==> src/rtl/rtdf_sample_unpacker_pkg.sv <==
`default_nettype none
// ============================================================================
// Module      : rtdf_sample_unpacker_pkg
// Description : Shared defaults and helpers for the RTDF sample unpacker.
// Revision    : 1.0 - initial release
// ============================================================================

package rtdf_sample_unpacker_pkg;

    localparam int c_default_word_width   = 16;
    localparam int c_default_sample_width = 3;
    localparam int c_default_buffer_width = 32;
    localparam int c_default_cnt_width    = 16;

    // True when a whole FIFO word fits on top of the given fill level.
    function automatic logic word_fits(input int fill, input int word_width,
                                       input int buffer_width);
        return (fill + word_width) <= buffer_width;
    endfunction

endpackage

`default_nettype wire

==> src/rtl/rtdf_sample_unpacker_if.sv <==
`default_nettype none
// ============================================================================
// Module      : rtdf_sample_unpacker_if
// Description : Show-ahead word FIFO read port between FIFO and unpacker.
// Revision    : 1.0 - initial release
// ============================================================================

interface rtdf_sample_unpacker_if
    import rtdf_sample_unpacker_pkg::*;
#(
    parameter int WORD_WIDTH = c_default_word_width
);
    logic                  word_empty;
    logic [WORD_WIDTH-1:0] word_data;
    logic                  word_read;

    modport master (output word_empty, output word_data, input word_read);
    modport slave  (input word_empty, input word_data, output word_read);
endinterface

`default_nettype wire

==> src/rtl/rtdf_sample_unpacker.sv <==
`default_nettype none
// ============================================================================
// Module      : rtdf_sample_unpacker
// Description : Re-serialises packed FIFO words LSB-first into strobed samples.
// Revision    : 1.0 - initial release
// ============================================================================

module rtdf_sample_unpacker
    import rtdf_sample_unpacker_pkg::*;
#(
    parameter int WORD_WIDTH   = c_default_word_width,
    parameter int SAMPLE_WIDTH = c_default_sample_width,
    parameter int BUFFER_WIDTH = c_default_buffer_width,
    parameter int CNT_WIDTH    = c_default_cnt_width
)(
    input  logic                               clk,
    input  logic                               reset,
    input  logic                               sample_en,
    input  logic                               flush,
    rtdf_sample_unpacker_if.slave              word_if,
    output logic                               sample_valid,
    output logic [SAMPLE_WIDTH-1:0]            sample_data,
    output logic [$clog2(BUFFER_WIDTH+1)-1:0]  bits_available,
    output logic [CNT_WIDTH-1:0]               underrun_count,
    output logic [CNT_WIDTH-1:0]               word_count
);

    localparam int c_fill_w = $clog2(BUFFER_WIDTH + 1);

    if (BUFFER_WIDTH < WORD_WIDTH + SAMPLE_WIDTH - 1) begin : g_buffer_too_small
        $error("rtdf_sample_unpacker: BUFFER_WIDTH must be >= WORD_WIDTH+SAMPLE_WIDTH-1");
    end
    if (SAMPLE_WIDTH < 1 || SAMPLE_WIDTH > 8) begin : g_bad_sample_width
        $error("rtdf_sample_unpacker: SAMPLE_WIDTH must be in 1..8");
    end

    logic [BUFFER_WIDTH-1:0] r_bits;
    logic [BUFFER_WIDTH-1:0] w_bits_next;
    logic [BUFFER_WIDTH-1:0] w_word_ext;
    logic [c_fill_w-1:0]     r_cnt;
    logic [c_fill_w-1:0]     w_rem;
    logic [c_fill_w-1:0]     w_cnt_next;
    logic                    w_take;
    logic                    w_starve;
    logic                    w_read;

    // The pop decision is made on the post-take fill so a take and a pop
    // can share a cycle and sustain one sample per clock.
    always_comb begin
        w_take      = sample_en && !flush && (int'(r_cnt) >= SAMPLE_WIDTH);
        w_starve    = sample_en && !flush && (int'(r_cnt) < SAMPLE_WIDTH);
        w_rem       = w_take ? (r_cnt - c_fill_w'(SAMPLE_WIDTH)) : r_cnt;
        w_read      = !word_if.word_empty && !flush && !reset &&
                      word_fits(int'(w_rem), WORD_WIDTH, BUFFER_WIDTH);
        w_word_ext  = BUFFER_WIDTH'(word_if.word_data);
        w_bits_next = w_take ? (r_bits >> SAMPLE_WIDTH) : r_bits;
        w_cnt_next  = w_rem;
        if (w_read) begin
            w_bits_next = w_bits_next | (w_word_ext << w_rem);
            w_cnt_next  = w_rem + c_fill_w'(WORD_WIDTH);
        end
    end

    assign word_if.word_read = w_read;
    assign bits_available    = r_cnt;

    always_ff @(posedge clk) begin
        if (reset) begin
            r_bits         <= '0;
            r_cnt          <= '0;
            sample_valid   <= 1'b0;
            sample_data    <= '0;
            underrun_count <= '0;
            word_count     <= '0;
        end else if (flush) begin
            r_bits       <= '0;
            r_cnt        <= '0;
            sample_valid <= 1'b0;
        end else begin
            r_bits       <= w_bits_next;
            r_cnt        <= w_cnt_next;
            sample_valid <= w_take;
            if (w_take) begin
                sample_data <= r_bits[SAMPLE_WIDTH-1:0];
            end
            if (w_starve && (underrun_count != '1)) begin
                underrun_count <= underrun_count + CNT_WIDTH'(1);
            end
            if (w_read && (word_count != '1)) begin
                word_count <= word_count + CNT_WIDTH'(1);
            end
        end
    end

endmodule

`default_nettype wire

==> src/flat_wrapper.sv <==
// flat-port wrapper written by rule: the top's interface ports become plain ports
module rtdf_sample_unpacker_flat import rtdf_sample_unpacker_pkg::*;
#(
    parameter int WORD_WIDTH   = c_default_word_width,
    parameter int SAMPLE_WIDTH = c_default_sample_width,
    parameter int BUFFER_WIDTH = c_default_buffer_width,
    parameter int CNT_WIDTH    = c_default_cnt_width
)
  (clk, reset, sample_en, flush, sample_valid, sample_data, bits_available, underrun_count, word_count, word_if_word_empty, word_if_word_data, word_if_word_read);
  rtdf_sample_unpacker_if #(.WORD_WIDTH(WORD_WIDTH)) word_if_i ();
  input  logic clk;
  input  logic reset;
  input  logic sample_en;
  input  logic flush;
  output logic sample_valid;
  output logic [SAMPLE_WIDTH-1:0] sample_data;
  output logic [$clog2(BUFFER_WIDTH+1)-1:0] bits_available;
  output logic [CNT_WIDTH-1:0] underrun_count;
  output logic [CNT_WIDTH-1:0] word_count;
  input wire logic [$bits(word_if_i.word_empty)-1:0] word_if_word_empty;
  input wire logic [$bits(word_if_i.word_data)-1:0] word_if_word_data;
  output wire logic [$bits(word_if_i.word_read)-1:0] word_if_word_read;
  assign word_if_i.word_empty = word_if_word_empty;
  assign word_if_i.word_data = word_if_word_data;
  assign word_if_word_read = word_if_i.word_read;
  rtdf_sample_unpacker #(.WORD_WIDTH(WORD_WIDTH), .SAMPLE_WIDTH(SAMPLE_WIDTH), .BUFFER_WIDTH(BUFFER_WIDTH), .CNT_WIDTH(CNT_WIDTH)) u_core (.clk(clk), .reset(reset), .sample_en(sample_en), .flush(flush), .word_if(word_if_i), .sample_valid(sample_valid), .sample_data(sample_data), .bits_available(bits_available), .underrun_count(underrun_count), .word_count(word_count));
endmodule
==> config.mk <==
export PLATFORM = sky130hd
export DESIGN_NAME = rtdf_sample_unpacker_flat
export DESIGN_NICKNAME = d
export VERILOG_FILES = /design/src/rtl/rtdf_sample_unpacker_pkg.sv /design/src/rtl/rtdf_sample_unpacker_if.sv /design/src/rtl/rtdf_sample_unpacker.sv /design/src/flat_wrapper.sv
export SDC_FILE = /design/constraint.sdc
export NUM_CORES = 1
export LEC_CHECK = 0
export CAP_MARGIN = 20
export CORE_UTILIZATION = 55
export CTS_BUF_LIST = sky130_fd_sc_hd__clkbuf_8
export CTS_CLUSTER_DIAMETER = 200
export DETAILED_ROUTE_END_ITERATION = 7
export PLACE_DENSITY = 0.81
export SLEW_MARGIN = 30
export SYNTH_ARGS = -nofsm -noshare
export SYNTH_HDL_FRONTEND = slang
export SYNTH_SLANG_ARGS = --single-unit
export TNS_END_PERCENT = 20
==> constraint.sdc <==
create_clock -name clk -period 4 [get_ports clk]
set_input_delay 0.6 -clock clk [delete_from_list [all_inputs] [get_ports clk]]
set_output_delay 0.6 -clock clk [all_outputs]
set_load 0.05 [all_outputs]
==> results.cfg, run 1 <==
[outcome]
status = finished, final reports clean

[layout]
finish.utilization = 0.7039
fin_area_um2 = 5160
nNetsFinal = 588
syn_to_final_growth_pct = 22.70
seq_area_um2 = 1481
multi_input_area_um2 = 2565
fillers = 582
num_antenna_cells = 0
drive_above_1_share = 0.1078

[worst_setup_path]
end_kind = primary output
slowest_delay_ns = 0.51
crit_type = input pin to primary output
cp-start-kind = input pin
crit_fanout = 11
critPathRequiredTime_ns = 3.40
rrSetupSlack_ns = 0.51
cpMaxStageDelayCell = clkdlybuf4s50_1
cp.arrival_ns = 3.18
cp_cell_sequence = clkdlybuf4s50_1 -> nand2b_1 -> nor3b_2 -> nand2_1 -> mux2i_1 -> ha_1 -> o221a_1 -> o21a_1 -> buf_12

[timing]
slew_violations = 0
maxSlewHeadroom = 0.5058
hold_viol = 0
worstMarginPinSlew_ns = 0.7373
fin_skew_ns = 0.008314
min_period_ns = 3.775
fmax_mhz = 264.9
setup_violations = 0
rsz0062_at_grt = no
setup_tns_ns = 0
holdWs_ns = 0.4618
fin_ws_ns = 0.2248
finalCritPeriodShare = 0.9438

[clock_network]
cts_hold_buffers = 0
clockRootBuffer = clkbuf_8
postCtsSetupBuffers = 0
ctsResizeCount = 0
cts_buffers = 9
numClockSinks = 74
clk-insertion-delay-late_ns = 0.36
clock_path_buffers = 2
cts_tree = yes
clkTransAtPathRegs_ns = 0.08
h-tree-depth = 3

[floorplan]
initial_core_util = 0.5736
die_h_um = 89.44
die_w_um = 89.44
coreArea_um2 = 7331
fp-row-count = 31
io_pins = 64
dieArea_um2 = 8000

[synthesis]
synthTopCellsByCount = dfxtp_1 (74), nor2_1 (65), mux2i_1 (53), nand2_1 (46)
synthCells = 500
yosys_most_used_dff = dfxtp_1
synth_cell_types = 60
synth_edf_count = 0
synth.area.top_cells = dfxtp_1 (35%), mux2i_1 (13%), nor2_1 (5.8%)
synth_top_area_frac = 0.3523
syn_nets = 526
syn_area_um2 = 4205
synth.most_common_cell = dfxtp_1
avgSynthCellArea_um2 = 8.411
ys_seq_area_frac = 0.3523
synth-warning-count = 0
ys_ff_latch = 74
yosys.area.top_type = dfxtp_1
async_flop_share = 0

[power]
power_density_nw_per_um2 = 292.9
leakage_nw = 1.963
ir_drop_mv = 0.1615

[routing]
drc = 0
via_per_inst = 5.973
dr.first_iter.drc_count = 334
routed_wl_um = 11300
wl_per_cell_um = 16.99
route.vias.total = 3972
final_antenna_net_count = 0
dr.pass1.iters = 5

[global_route]
grt_overflow_total = 0
antenna_found_initial = 0
grt_pass1_wl_um = 17530
grt_pass1_vias = 3555
grt_max_degree = 42
grt_use_total = 0.2889

[placed_design]
post-place-ws_ns = 0.1983
dp_hpwl_um = 8024
gp_routability_congestion = 0.9273
dpl-instance-area_um2 = 4969
portBuffers = 63

[run]
drv_cap = 0

[min_path]
worst_hold_path_type = register to register
## report_power, final
group / switching (mW) / internal, mW / leakage (nW)
Combinational: 0.105 / 0.0723 / 1.27
Clock: 0.296 / 0.287 / 0.0917
Sequential: 0.00714 / 0.744 / 0.597
## logic make-up after synthesis
family | synth area share
fa+ha+maj | 0.01488
mux | 0.1610
flops | 0.3523
compound gates | 0.1541
simple gates | 0.2234
buf+inv | 0.03779
xor+xnor | 0.05653
## final cells by class
| type | count | area share |
|---|---|---|
| Multi-Input combinational cell | 390 | 0.4971 |
| Sequential cell | 74 | 0.2871 |
| Timing Repair Buffer | 81 | 0.1503 |
| Clock buffer | 9 | 0.02401 |
| Tap cell | 99 | 0.02401 |
| Clock inverter | 6 | 0.01309 |
| Inverter | 6 | 0.004365 |
## metal layers
layer  global-route usage  share of wire
met5                    0              0
met4               0.1429          0.027
met3              0.04247          0.063
met2               0.4268           0.44
met1               0.4105           0.48
## registers in the layout (all words and copies together), names as in the netlist
name,flops
u_core.word_count,16
u_core.r_bits,32
u_core.bits_available,6
u_core.sample_data,3
u_core.underrun_count,16
u_core.sample_valid,1
## critical path: cells and delay by family
kind / cells / cell delay, ns
simple gates: 3 / 0.79
compound gates: 2 / 0.63
fa+ha+maj: 1 / 0.20
mux: 1 / 0.25
buf+inv: 2 / 0.71
## metrics by stage
| stage | cells | total power [mW] |
|---|---|---|
| floorplan | 500 | 0.8749 |
| global placement | 650 | 0.9397 |
| detailed placement | 650 | 0.9414 |
| CTS | 665 | 1.518 |
| global route | 665 | 1.567 |
| finish | 665 | 1.511 |
## path summary, 6_finish.rpt
kind	from	end	cells after the start
setup / recovery	flush	word_if_word_read	9
hold / removal	u_core.r_bits[2]	u_core.sample_data[2]	2
setup reg to reg	u_core.bits_available[0]	u_core.r_bits[30]	9
hold reg to reg	u_core.r_bits[2]	u_core.sample_data[2]	2
## cell usage in the layout, fill, tap and decap left out, types with 11 or more instances in the layout
cell type and count:
clkdlybuf4s50_1 62, nand3_1 26, buf_4 18, o21ai_0 13
mux2_2 11, o22ai_1 15, a21oi_1 26, and3_1 13
nor2_1 65, xor2_1 19, mux2i_1 53, dfxtp_1 74
nand2_1 46
Power figures use the tool's default switching activity.
==> inputs of run 2 (changes only) <==
--- a/config.mk
+++ b/config.mk
@@ -9,6 +9,7 @@
 export CORE_UTILIZATION = 55
 export CTS_BUF_LIST = sky130_fd_sc_hd__clkbuf_8
 export CTS_CLUSTER_DIAMETER = 200
+export CTS_CLUSTER_SIZE = 30
 export DETAILED_ROUTE_END_ITERATION = 7
 export PLACE_DENSITY = 0.81
 export SLEW_MARGIN = 30
==> results of run 2 <==
No change in the layout: final DEF, timing and power equal those of run 1.
